File: src/rtl/answer_check.sv
// answer_check: answer phase of a round. Latches the special-symbol count on
// answerSig, runs a timed entry window where the player steps a guess and
// submits it, scores the guess and holds the result before returning to idle.
//
// Ports:
//   Clk100M, RstN           clock, asynchronous active-low reset
//   answerSig, numSpecial   round-end pulse and target count sampled with it
//   secTick                 one-cycle pulse per second
//   incBtn/decBtn/submitBtn debounced one-cycle button pulses
//   guess, secLeft          current guess and remaining entry seconds
//   answerActive            high in ENTRY
//   resultValid             high in RESULT
//   correct, timedOut       result flags, valid in RESULT
//   doneP                   one-cycle pulse on entering RESULT
//   score, rounds           correct rounds (saturating), completed rounds (wrapping)
module answer_check #(
  parameter int unsigned ANSWER_SECS = 10,
  parameter int unsigned RESULT_SECS = 3,
  parameter int unsigned MAX_GUESS   = 99
) (
  input  logic       Clk100M,
  input  logic       RstN,
  input  logic       answerSig,
  input  logic [7:0] numSpecial,
  input  logic       secTick,
  input  logic       incBtn,
  input  logic       decBtn,
  input  logic       submitBtn,
  output logic [7:0] guess,
  output logic [7:0] secLeft,
  output logic       answerActive,
  output logic       resultValid,
  output logic       correct,
  output logic       timedOut,
  output logic       doneP,
  output logic [7:0] score,
  output logic [7:0] rounds
);

  localparam logic [7:0] MAXG   = 8'(MAX_GUESS);
  localparam logic [7:0] ASECS  = 8'(ANSWER_SECS);
  localparam logic [7:0] RSECS  = 8'(RESULT_SECS);

  typedef enum logic [1:0] {IDLE, ENTRY, RESULT} state_t;

  state_t     state, state_n;
  logic [7:0] target, target_n;
  logic [7:0] hold, hold_n;
  logic [7:0] guess_n, secLeft_n, score_n, rounds_n;
  logic       answerActive_n, resultValid_n, correct_n, timedOut_n, doneP_n;
  logic       enterResult, startEntry;

  always_ff @(posedge Clk100M or negedge RstN) begin
    if (!RstN) begin
      state        <= IDLE;
      target       <= '0;
      hold         <= '0;
      guess        <= '0;
      secLeft      <= '0;
      answerActive <= 1'b0;
      resultValid  <= 1'b0;
      correct      <= 1'b0;
      timedOut     <= 1'b0;
      doneP        <= 1'b0;
      score        <= '0;
      rounds       <= '0;
    end else begin
      state        <= state_n;
      target       <= target_n;
      hold         <= hold_n;
      guess        <= guess_n;
      secLeft      <= secLeft_n;
      answerActive <= answerActive_n;
      resultValid  <= resultValid_n;
      correct      <= correct_n;
      timedOut     <= timedOut_n;
      doneP        <= doneP_n;
      score        <= score_n;
      rounds       <= rounds_n;
    end
  end

  always_comb begin
    state_n        = state;
    target_n       = target;
    hold_n         = hold;
    guess_n        = guess;
    secLeft_n      = secLeft;
    answerActive_n = answerActive;
    resultValid_n  = resultValid;
    correct_n      = correct;
    timedOut_n     = timedOut;
    doneP_n        = 1'b0;
    score_n        = score;
    rounds_n       = rounds;
    enterResult    = 1'b0;
    startEntry     = 1'b0;

    case (state)
      IDLE: begin
        if (answerSig) startEntry = 1'b1;
      end
      ENTRY: begin
        // Submit compares the pre-update guess; any same-cycle inc/dec is dropped.
        if (submitBtn) begin
          correct_n   = (guess == target);
          timedOut_n  = 1'b0;
          enterResult = 1'b1;
        end else if (secTick && secLeft == 8'd1) begin
          secLeft_n   = '0;
          correct_n   = 1'b0;
          timedOut_n  = 1'b1;
          enterResult = 1'b1;
        end else begin
          if (secTick && secLeft > 8'd1) secLeft_n = secLeft - 8'd1;
          if (incBtn && !decBtn && guess < MAXG)
            guess_n = guess + 8'd1;
          else if (decBtn && !incBtn && guess != 8'd0)
            guess_n = guess - 8'd1;
        end
      end
      RESULT: begin
        if (answerSig) begin
          startEntry = 1'b1;
        end else if (submitBtn || (secTick && hold <= 8'd1)) begin
          state_n       = IDLE;
          resultValid_n = 1'b0;
          correct_n     = 1'b0;
          timedOut_n    = 1'b0;
          guess_n       = '0;
          secLeft_n     = '0;
          hold_n        = '0;
        end else if (secTick) begin
          hold_n = hold - 8'd1;
        end
      end
      default: state_n = IDLE;
    endcase

    if (startEntry) begin
      state_n        = ENTRY;
      target_n       = numSpecial;
      guess_n        = '0;
      secLeft_n      = ASECS;
      answerActive_n = 1'b1;
      resultValid_n  = 1'b0;
      correct_n      = 1'b0;
      timedOut_n     = 1'b0;
    end

    if (enterResult) begin
      state_n        = RESULT;
      doneP_n        = 1'b1;
      rounds_n       = rounds + 8'd1;
      if (correct_n && score != 8'hFF) score_n = score + 8'd1;
      hold_n         = RSECS;
      answerActive_n = 1'b0;
      resultValid_n  = 1'b1;
    end
  end

endmodule

File: config.mk
export PLATFORM = sky130hd
export DESIGN_NAME = answer_check
export DESIGN_NICKNAME = d
export VERILOG_FILES = /design/src/rtl/answer_check.sv
export SDC_FILE = /design/constraint.sdc
export NUM_CORES = 1
export LEC_CHECK = 0
export ABC_AREA = 1
export BUFFER_PORTS_ARGS = -buffer_cell sky130_fd_sc_hd__buf_2
export CORE_MARGIN = 1.5
export CORE_UTILIZATION = 57
export CTS_CLUSTER_DIAMETER = 120
export CTS_CLUSTER_SIZE = 14
export DETAILED_ROUTE_END_ITERATION = 10
export HOLD_SLACK_MARGIN = 0.02
export PLACE_DENSITY = 0.8
export SLEW_MARGIN = 20
export SYNTH_ARGS = -nofsm -noshare
export SYNTH_HDL_FRONTEND = slang
export SYNTH_SLANG_ARGS = --single-unit
export TNS_END_PERCENT = 5
File: constraint.sdc
create_clock -name Clk100M -period 2.4 [get_ports Clk100M]
set_clock_uncertainty 0.15 [all_clocks]
set_input_delay 0.48 -clock Clk100M [delete_from_list [all_inputs] [get_ports Clk100M]]
set_output_delay 0.48 -clock Clk100M [all_outputs]
set_load 0.01 [all_outputs]
; ---- After elaboration in Yosys (flattened, before gate mapping)
; Index checks and enable logic that the tools add are counted.
[totals]
register_bits = 55
latch_bits = 0
ram_bits = 0
rom_bits = 0
output_inout_bits = 37
n_memories = 0
[classes]
addsub = 6
mul = 0
n_div = 0
order_cmp = 3
eq_ne = 17
n_shift = 0
muxes = 46
n_bitwise = 0
n_reduce_logical = 28
[ops]
columns = operator, count
row1 = 8-bit 2-to-1 mux, 16
row2 = 8-bit case mux with 2 select lines, 2
row3 = "8-bit by 1-bit adder with 8-bit output, second input constant", 3
row4 = "8-bit by 1-bit subtractor with 8-bit output, second input constant", 3
row5 = 1-bit 2-to-1 mux, 21
row6 = "4-bit inequality test, second input constant", 5
row7 = "3-bit inequality test, second input constant", 4
row8 = 3-bit nonzero test, 4
row9 = 3-bit AND reduction, 3
row10 = "8-bit by 1-bit == test with 1-bit output, second input constant", 1
row11 = 8-bit == test, 1
row12 = "8-bit by 1-bit > comparator with 1-bit output, second input constant", 1
row13 = "8-bit by 1-bit less-or-equal comparator with 1-bit output, second input constant", 1
row14 = 1-bit logical AND, 8
row15 = "8-bit by 7-bit < comparator with 1-bit output, second input constant", 1
row16 = 2-bit 2-to-1 mux, 4
row17 = "8-bit inequality test, second input constant", 1
row18 = 8-bit nonzero test, 1
row19 = "3-bit by 1-bit inequality test with 1-bit output, second input constant", 2
row20 = 6-bit AND reduction, 1
row21 = 5-bit AND reduction, 1
row22 = 1-bit case mux with 2 select lines, 2
row23 = 2-bit case mux with 2 select lines, 1
row24 = 4-bit AND reduction, 1
row25 = other kinds (9), 12

; ---- Logic depth before layout (Yosys ltp)
; Gate-level depths: netlist (run 1).
[depth]
word_depth = 9
ltp_mapped = 13
ltp_nobuf = 13

; ---- Least setup slack after synthesis (run 1)
; No wires, ideal clock.
[synth_path]
path_kind = reg-to-reg
start = reg guess[2]
end = reg guess[5]
setup_ps = 121
arrival_time_ps = 1930
setup_slack_ps = 199
path_stages_with_launch = 13
n_path_buf = 0
cell_sequence = dfrtp_1 -> nor2_1 -> nand3_1 -> nand3_1 -> nand2_1 -> ha_1 -> nand2_1 -> nand2_1 -> nand2_1 -> nand3_1 -> or2_2 -> nand4_1 -> o21ai_1
[synth_via]
elab_chain_cells = 7
[synth_lines]
columns = item, line_no
row1 = from (decl), 29  ; output logic [7:0] guess,
row2 = from (signal assigned), 71  ; guess <= guess_n;
row3 = 8-bit by 1-bit subtractor with 8-bit output / 8-bit by 7-bit < comparator with 1-bit output (equally long branches), "119, 116"
row4 = 8-bit 2-to-1 mux / 1-bit logical AND (equally long branches), "118, 116"
row5 = 8-bit 2-to-1 mux, 116  ; if (incBtn && !decBtn && guess < MAXG)
row6 = 8-bit 2-to-1 mux, 109  ; end else if (secTick && secLeft == 8'd1) begin
row7 = 8-bit 2-to-1 mux, 105  ; if (submitBtn) begin
row8 = 8-bit case mux with 2 select lines, 99  ; case (state)
row9 = 8-bit 2-to-1 mux, 140  ; if (startEntry) begin
; Parallel ways exist; a longest one is shown, timed or not. The select of a mux whose other input is x is not followed.
; A chain may end at the register's enable or synchronous reset.

; ---- Worst setup path in the final report (run 1)
[layout_path]
start = reg guess[7]
end = reg guess[5]
[layout_via]
elab_chain_cells = 7
[layout_lines]
columns = item, line_no
row1 = 8-bit by 7-bit < comparator with 1-bit output, 116
row2 = 1-bit logical AND, 116
row3 = 8-bit 2-to-1 mux, 116
row4 = 8-bit 2-to-1 mux, 109
row5 = 8-bit 2-to-1 mux, 105
row6 = 8-bit case mux with 2 select lines, 99
row7 = 8-bit 2-to-1 mux, 140
; Parallel ways exist; a longest one is shown, timed or not. The select of a mux whose other input is x is not followed.

==> qor.txt, run 1 <==
overall die area = 6500 µm²
FF+latch count, synth = 55
port buffer count = 51
RSZ-0062 raised after global routing = no
Layout Nets = 539
Rel. slew slack = 62.42%
Post-synth ARST share = 100.0%
drt total wl = 7852 µm
drt drc = 0
CP Launch Type = flip-flop
post-synth top area share = 40.07%
post-synthesis sequential area ratio = 40.07%
Vias = 3,131
fill cell count = 505
Max IR drop VDD = 0.6722 mV
total number of H-tree levels = 2
worst endpoint data arrival time = 2.34 ns
Hold Vio Cnt, Final = 0
Die Span X = 80.63 µm
CTS root buf = clkbuf_8
EDFF count, synth = 0
fin crit share = 94.45%
Post-Syn Nets = 474
I/O pins = 52
clk_lat worst skew = 0.33 ns
layout cells sized above 1 = 20.43%
Final Wtd Congestion = 0.9070
worst setup path category = reg2reg
vias in the first global route = 2,747
cell area after placement = 3851 µm²
post-synth top area cell = dfrtp_1
clk sink count = 55
Leak Pwr = 2.138 nW
chip height = 80.63 µm
clk slew on worst S/H paths = 0.11 ns
Avg Synthesized Cell Area = 7.753 µm²
Warnings, synthesis = 0
Slew @ Worst Pin = 0.5637 ns
Detail Placement HPWL = 5668 µm
initial core utilization = 58.35%
clock tree from TritonCTS = done
global-route usage over all layers = 25.15%
Critical Path Fanout Max = 9
antenna violations before repair = 0
Post-Route Setup TNS = 0 ns
Initial DRC Count = 219
Area Growth Syn to Fin = 17.12%
mapped cell area = 3435 µm²
first-pass GRT wire length = 12,720 µm
Max clock buf depth = 2
Power per Cell Area = 1314 nW/µm²
Via density = 5.361
CTS Buf Count = 5
endpoints failing setup = 0
routed len/inst = 13.45 µm
DP Worst Slack = -0.02601 ns
Final Instance Area = 4023 µm²
CP endpoint kind = flip-flop
largest cells by area after synthesis = dfrtp_1 40%, nand2_1 13%, ha_1 5.5%
Ant. Diodes = 0
Worst Setup Slack, final = 0.1333 ns
Total Power = 5.285 mW
status = finished, final reports clean
fin util = 68.35%
Hold Path Class = in2reg
largest net degree at the start of global routing = 34
global route total overflow = 0
post-synth cell types = 33
Worst Path Required = 2.47 ns
Detail Route Antenna Nets = 0
Mapped Cells = 443
max cap viols = 0
top post-synthesis cells by count = 123 x nand2_1, 55 x dfrtp_1, 47 x inv_1, 31 x nand3_1, 27 x nor2_1
Post-CTS Setup Bufs = 0
Top FF cell, synth = dfrtp_1
fin. max-slew vios = 0
iteration count of the initial detailed-routing pass = 5
Final min period = 2.267 ns
most common cell in the netlist = nand2_1
area of the core = 5886 µm²
# rows = 28
Achievable Freq = 441.2 MHz
## layout by cell type (no fill, tap or decap), types with 2 or more instances in the layout
| cell | instances |
|---|---|
| buf_2 | 51 |
| inv_2 | 6 |
| o21bai_1 | 2 |
| buf_4 | 13 |
| nor3_1 | 11 |
| nand2_2 | 5 |
| a21oi_4 | 2 |
| xnor2_1 | 11 |
| o21ai_1 | 9 |
| ha_4 | 3 |
| nand3_1 | 31 |
| nand2_4 | 2 |
| nor2_2 | 6 |
| or2_2 | 4 |
| nand3_4 | 2 |
| ha_1 | 11 |
| nor2_1 | 26 |
| clkbuf_8 | 5 |
| nor3b_1 | 2 |
| nand2_1 | 122 |
| inv_1 | 47 |
| xor2_1 | 18 |
| o21ai_0 | 25 |
| dfrtp_1 | 55 |
| a21oi_1 | 7 |
| nand4_1 | 21 |
## report_power, final
part	switching, mW	total [mW]	internal [mW]	leakage, nW
Clock	0.331	0.647	0.316	0.0558
Sequential	0.278	1.54	1.26	0.712
Combinational	1.89	3.10	1.21	1.37
## flip-flops by register name (all words and copies together) (netlist names)
register      count
secLeft           8
answerActive      1
rounds            8
target            8
guess             8
timedOut          1
state             2
correct           1
resultValid       1
doneP             1
score             8
hold              8
## path summary, 6_finish.rpt
path                                from          to  slack (ns)  cells past startpoint
max                             guess[7]    guess[5]        0.13                     10
min                        numSpecial[5]   target[5]        0.21                      3
max reg2reg                     guess[7]    guess[5]        0.13                     10
min reg2reg                    rounds[7]   rounds[7]        0.33                      1
max in group asynchronous           RstN  secLeft[7]        1.00                      3
min in group asynchronous           RstN   target[5]        0.52                      2
## final cells by class
| class | count | area (µm²) | area share, % |
|---|---|---|---|
| clock buffer | 6 | 72.57 | 1.804 |
| clock inverter | 2 | 38.79 | 0.9642 |
| inverter | 53 | 198.9 | 4.946 |
| multi-input combinational | 327 | 1859 | 46.22 |
| sequential | 55 | 1376 | 34.21 |
| tap | 75 | 93.84 | 2.333 |
| timing repair buffer | 66 | 382.9 | 9.518 |
## layer usage
| layer | up-vias | global-route usage, % | share of wire, % |
|---|---|---|---|
| li1 | 1561 | - | - |
| met1 | 1465 | 34.15 | 44 |
| met4 | 0 | 6.897 | 1.8 |
| met5 | - | 0 | 0 |
| met3 | 13 | 3.750 | 5.0 |
| met2 | 92 | 41.68 | 49 |
## timing repair
item / CTS / global route
endpoints found under the setup margin: 1 / 4
hold buffers: 1 / 0
hold endpoints to repair: 22 / 0
resized for setup: 1 / 6
## through the flow
step	hold WS (ns)	instances
2_1_floorplan	0.03441	443
3_3_place_gp	0.3041	575
3_5_place_dp	0.3205	575
4_1_cts	0.2096	584
5_1_grt	0.2112	584
6_report	0.2057	584
## critical path, cell delays in order, from the launching register on
cell and delay, ns:
dfrtp_1 0.43, nor3_1 0.33, nand2_4 0.18, ha_2 0.35, nand2_1 0.10, nand2_1 0.06, nand2_1 0.05, nand3_1 0.10
or2_2 0.29, nand4_1 0.07, o21ai_1 0.07
## cells by family (layout without fill, tap and decap cells)
| group | count (synthesis) | count (layout) | synth area share (%) |
|---|---|---|---|
| and+or+nand+nor | 233 | 233 | 31.00 |
| buffers and inverters | 61 | 127 | 7.249 |
| DFF | 55 | 55 | 40.07 |
| AOI/OAI and AO/OA | 49 | 49 | 8.233 |
| xor gates and xnor gates | 29 | 29 | 7.395 |
| adders and majority gates | 16 | 16 | 6.047 |
Note: power is estimated with default switching activity, not from simulation.
==> run 2, diff against run 1 <==
--- a/config.mk
+++ b/config.mk
@@ -14,7 +14,7 @@
 export DETAILED_ROUTE_END_ITERATION = 10
 export HOLD_SLACK_MARGIN = 0.02
 export PLACE_DENSITY = 0.8
-export SLEW_MARGIN = 20
+export SLEW_MARGIN = 15
 export SYNTH_ARGS = -nofsm -noshare
 export SYNTH_HDL_FRONTEND = slang
 export SYNTH_SLANG_ARGS = --single-unit
==> constraint.sdc (replaced) <==
create_clock -name Clk100M -period 2.4 [get_ports Clk100M]
set_clock_uncertainty 0.15 [all_clocks]
set_input_delay 0.36 -clock Clk100M [delete_from_list [all_inputs] [get_ports Clk100M]]
set_output_delay 0.36 -clock Clk100M [all_outputs]
set_load 0.01 [all_outputs]
==> run 2 against run 1 <==
Compared with the run above: the flow now finishes with violations (hold timing); total power fell by 2.3%; cell area fell by 1.4%; clock power fell by 16%; largest cell class unchanged; worst setup slack improved by 0.048 ns; via count fell by 1.3%; largest power group unchanged; die area did not move; first-iteration DRC count rose by 21%; sequential share of layout area rose by 0.50 points; cell count fell by 0.34%; hold slack got worse by 0.22 ns; register-to-register slack improved by 0.05 ns.
==> qor.txt, run 2 (synthesis results as in run 1) <==
CTS root buf = clkbuf_8
Worst Path Required = 2.46 ns
endpoints failing setup = 0
vias in the first global route = 2,864
Die Span X = 80.63 µm
overall die area = 6500 µm²
CP endpoint kind = flip-flop
Post-Route Setup TNS = 0 ns
layout cells sized above 1 = 20.51%
Multi-input gate area = 1852 µm²
# rows = 28
antenna violations before repair = 0
clk slew on worst S/H paths = 0.11 ns
Post-CTS Resized = 0
routed len/inst = 13.51 µm
clk_lat worst skew = 0.32 ns
hold_buf cts = 0
drt drc = 0
global-route usage over all layers = 25.75%
Worst Setup SP = state[0]
CP Launch Type = flip-flop
global route total overflow = 0
fin crit share = 92.44%
chip height = 80.63 µm
I/O pins = 52
Critical Path Fanout Max = 10
iteration count of the initial detailed-routing pass = 5
clk sink count = 55
port buffer count = 51
Ant. Diodes = 0
CTS Buf Count = 5
Fin Hold WS = -0.01265 ns
Detail Route Antenna Nets = 0
Power per Cell Area = 1302 nW/µm²
fill cell count = 514
Worst R2R Setup Slack = 0.18 ns
Cells after DPL = 574
Initial DRC Count = 266
worst setup path category = reg2reg
drt total wl = 7864 µm
Rel. slew slack = 53.18%
Area Growth Syn to Fin = 15.45%
most common library cell in the layout ignoring fill and taps = nand2_1
Slew @ Worst Pin = 0.7023 ns
Layout Nets = 537
Achievable Freq = 450.8 MHz
failing checks = hold timing
most frequent cells in the layout = 122 x nand2_1, 55 x dfrtp_1, 51 x buf_2
Via density = 5.311
Max clock buf depth = 2
clock tree from TritonCTS = done
Hold Path Class = in2async
fin. max-slew vios = 0
FF+latch area = 1376 µm²
largest net degree at the start of global routing = 56
initial core utilization = 58.35%
DP Worst Slack = 0.03955 ns
Final Wtd Congestion = 0.9203
Total Power = 5.163 mW
status = complete, but fails checks
total number of H-tree levels = 2
RSZ-0062 raised after global routing = no
Max IR drop VDD = 0.6157 mV
Worst Setup Slack, final = 0.1815 ns
Vias = 3,091
max cap viols = 0
Detail Placement HPWL = 5603 µm
Hold Vio Cnt, Final = 4
first-pass GRT wire length = 12,970 µm
launching point of the worst reg2reg path = state[0]
Leak Pwr = 2.118 nW
area of the core = 5886 µm²
Post-CTS Setup Bufs = 0
Final min period = 2.218 ns
worst endpoint data arrival time = 2.28 ns
Final Non-Filler Cells = 582
-- run 2: changes by cell type in the layout (fill, tap and decap cells not counted), sizes merged --
| cell | before | now |
|---|---|---|
| clkinv | 0 | 2 |
| buf | 65 | 64 |
| bufinv | 1 | 0 |
| clkbuf | 6 | 5 |
| dlygate4sd3 | 1 | 0 |
-- run 2: power by group --
part | internal (mW) | switching (mW) | leakage, nW
combinational | 1.19 | 1.88 | 1.36
clock | 0.210 | 0.333 | 0.0485
sequential | 1.26 | 0.284 | 0.712
-- run 2: final cells by class --
| type | count | share of cell area, % |
|---|---|---|
| sequential | 55 | 34.71 |
| inverter | 53 | 5.017 |
| multi-input combinational | 327 | 46.70 |
| timing repair buffer | 64 | 8.899 |
| clock buffer | 5 | 1.736 |
| clock inverter | 3 | 0.5680 |
| tap | 75 | 2.367 |
-- run 2: stage by stage --
stage / instance area [µm²] / hold slack, ns / utilization (%)
after floorplan: 3435 / -0.08559 / -
after global placement: 3831 / 0.3039 / 65.09
after detailed placement: 3831 / 0.3156 / 65.09
after CTS: 3923 / 0.03863 / 66.65
after global routing: 3965 / 0.07255 / 67.37
final: 3965 / -0.01265 / 67.37
-- run 2: worst max-delay path, stage by stage (launching register included) --
cell     delay [ns]
dfrtp_1        0.41
inv_1          0.09
ha_1           0.29
o21ai_1        0.13
inv_1          0.24
nor2_2         0.08
nand2_1        0.13
nand2_1        0.11
nor2_4         0.24
inv_2          0.12
nand2_1        0.07
o21ai_1        0.06
-- run 2: path summary, 6_finish.rpt --
check	endpoint	cells past startpoint
max in group asynchronous	secLeft[4]	2
min in group Clk100M	target[3]	3
min reg2reg	rounds[7]	1
max	secLeft[3]	11
max reg2reg	secLeft[3]	11
min	guess[5]	2
-- run 2: per-layer routing --
layer  GRT usage (%)  share of wire (%)
met5               0                  0
met3           4.091                3.7
met4           7.414                2.1
met2           43.11                 49
met1           34.29                 45
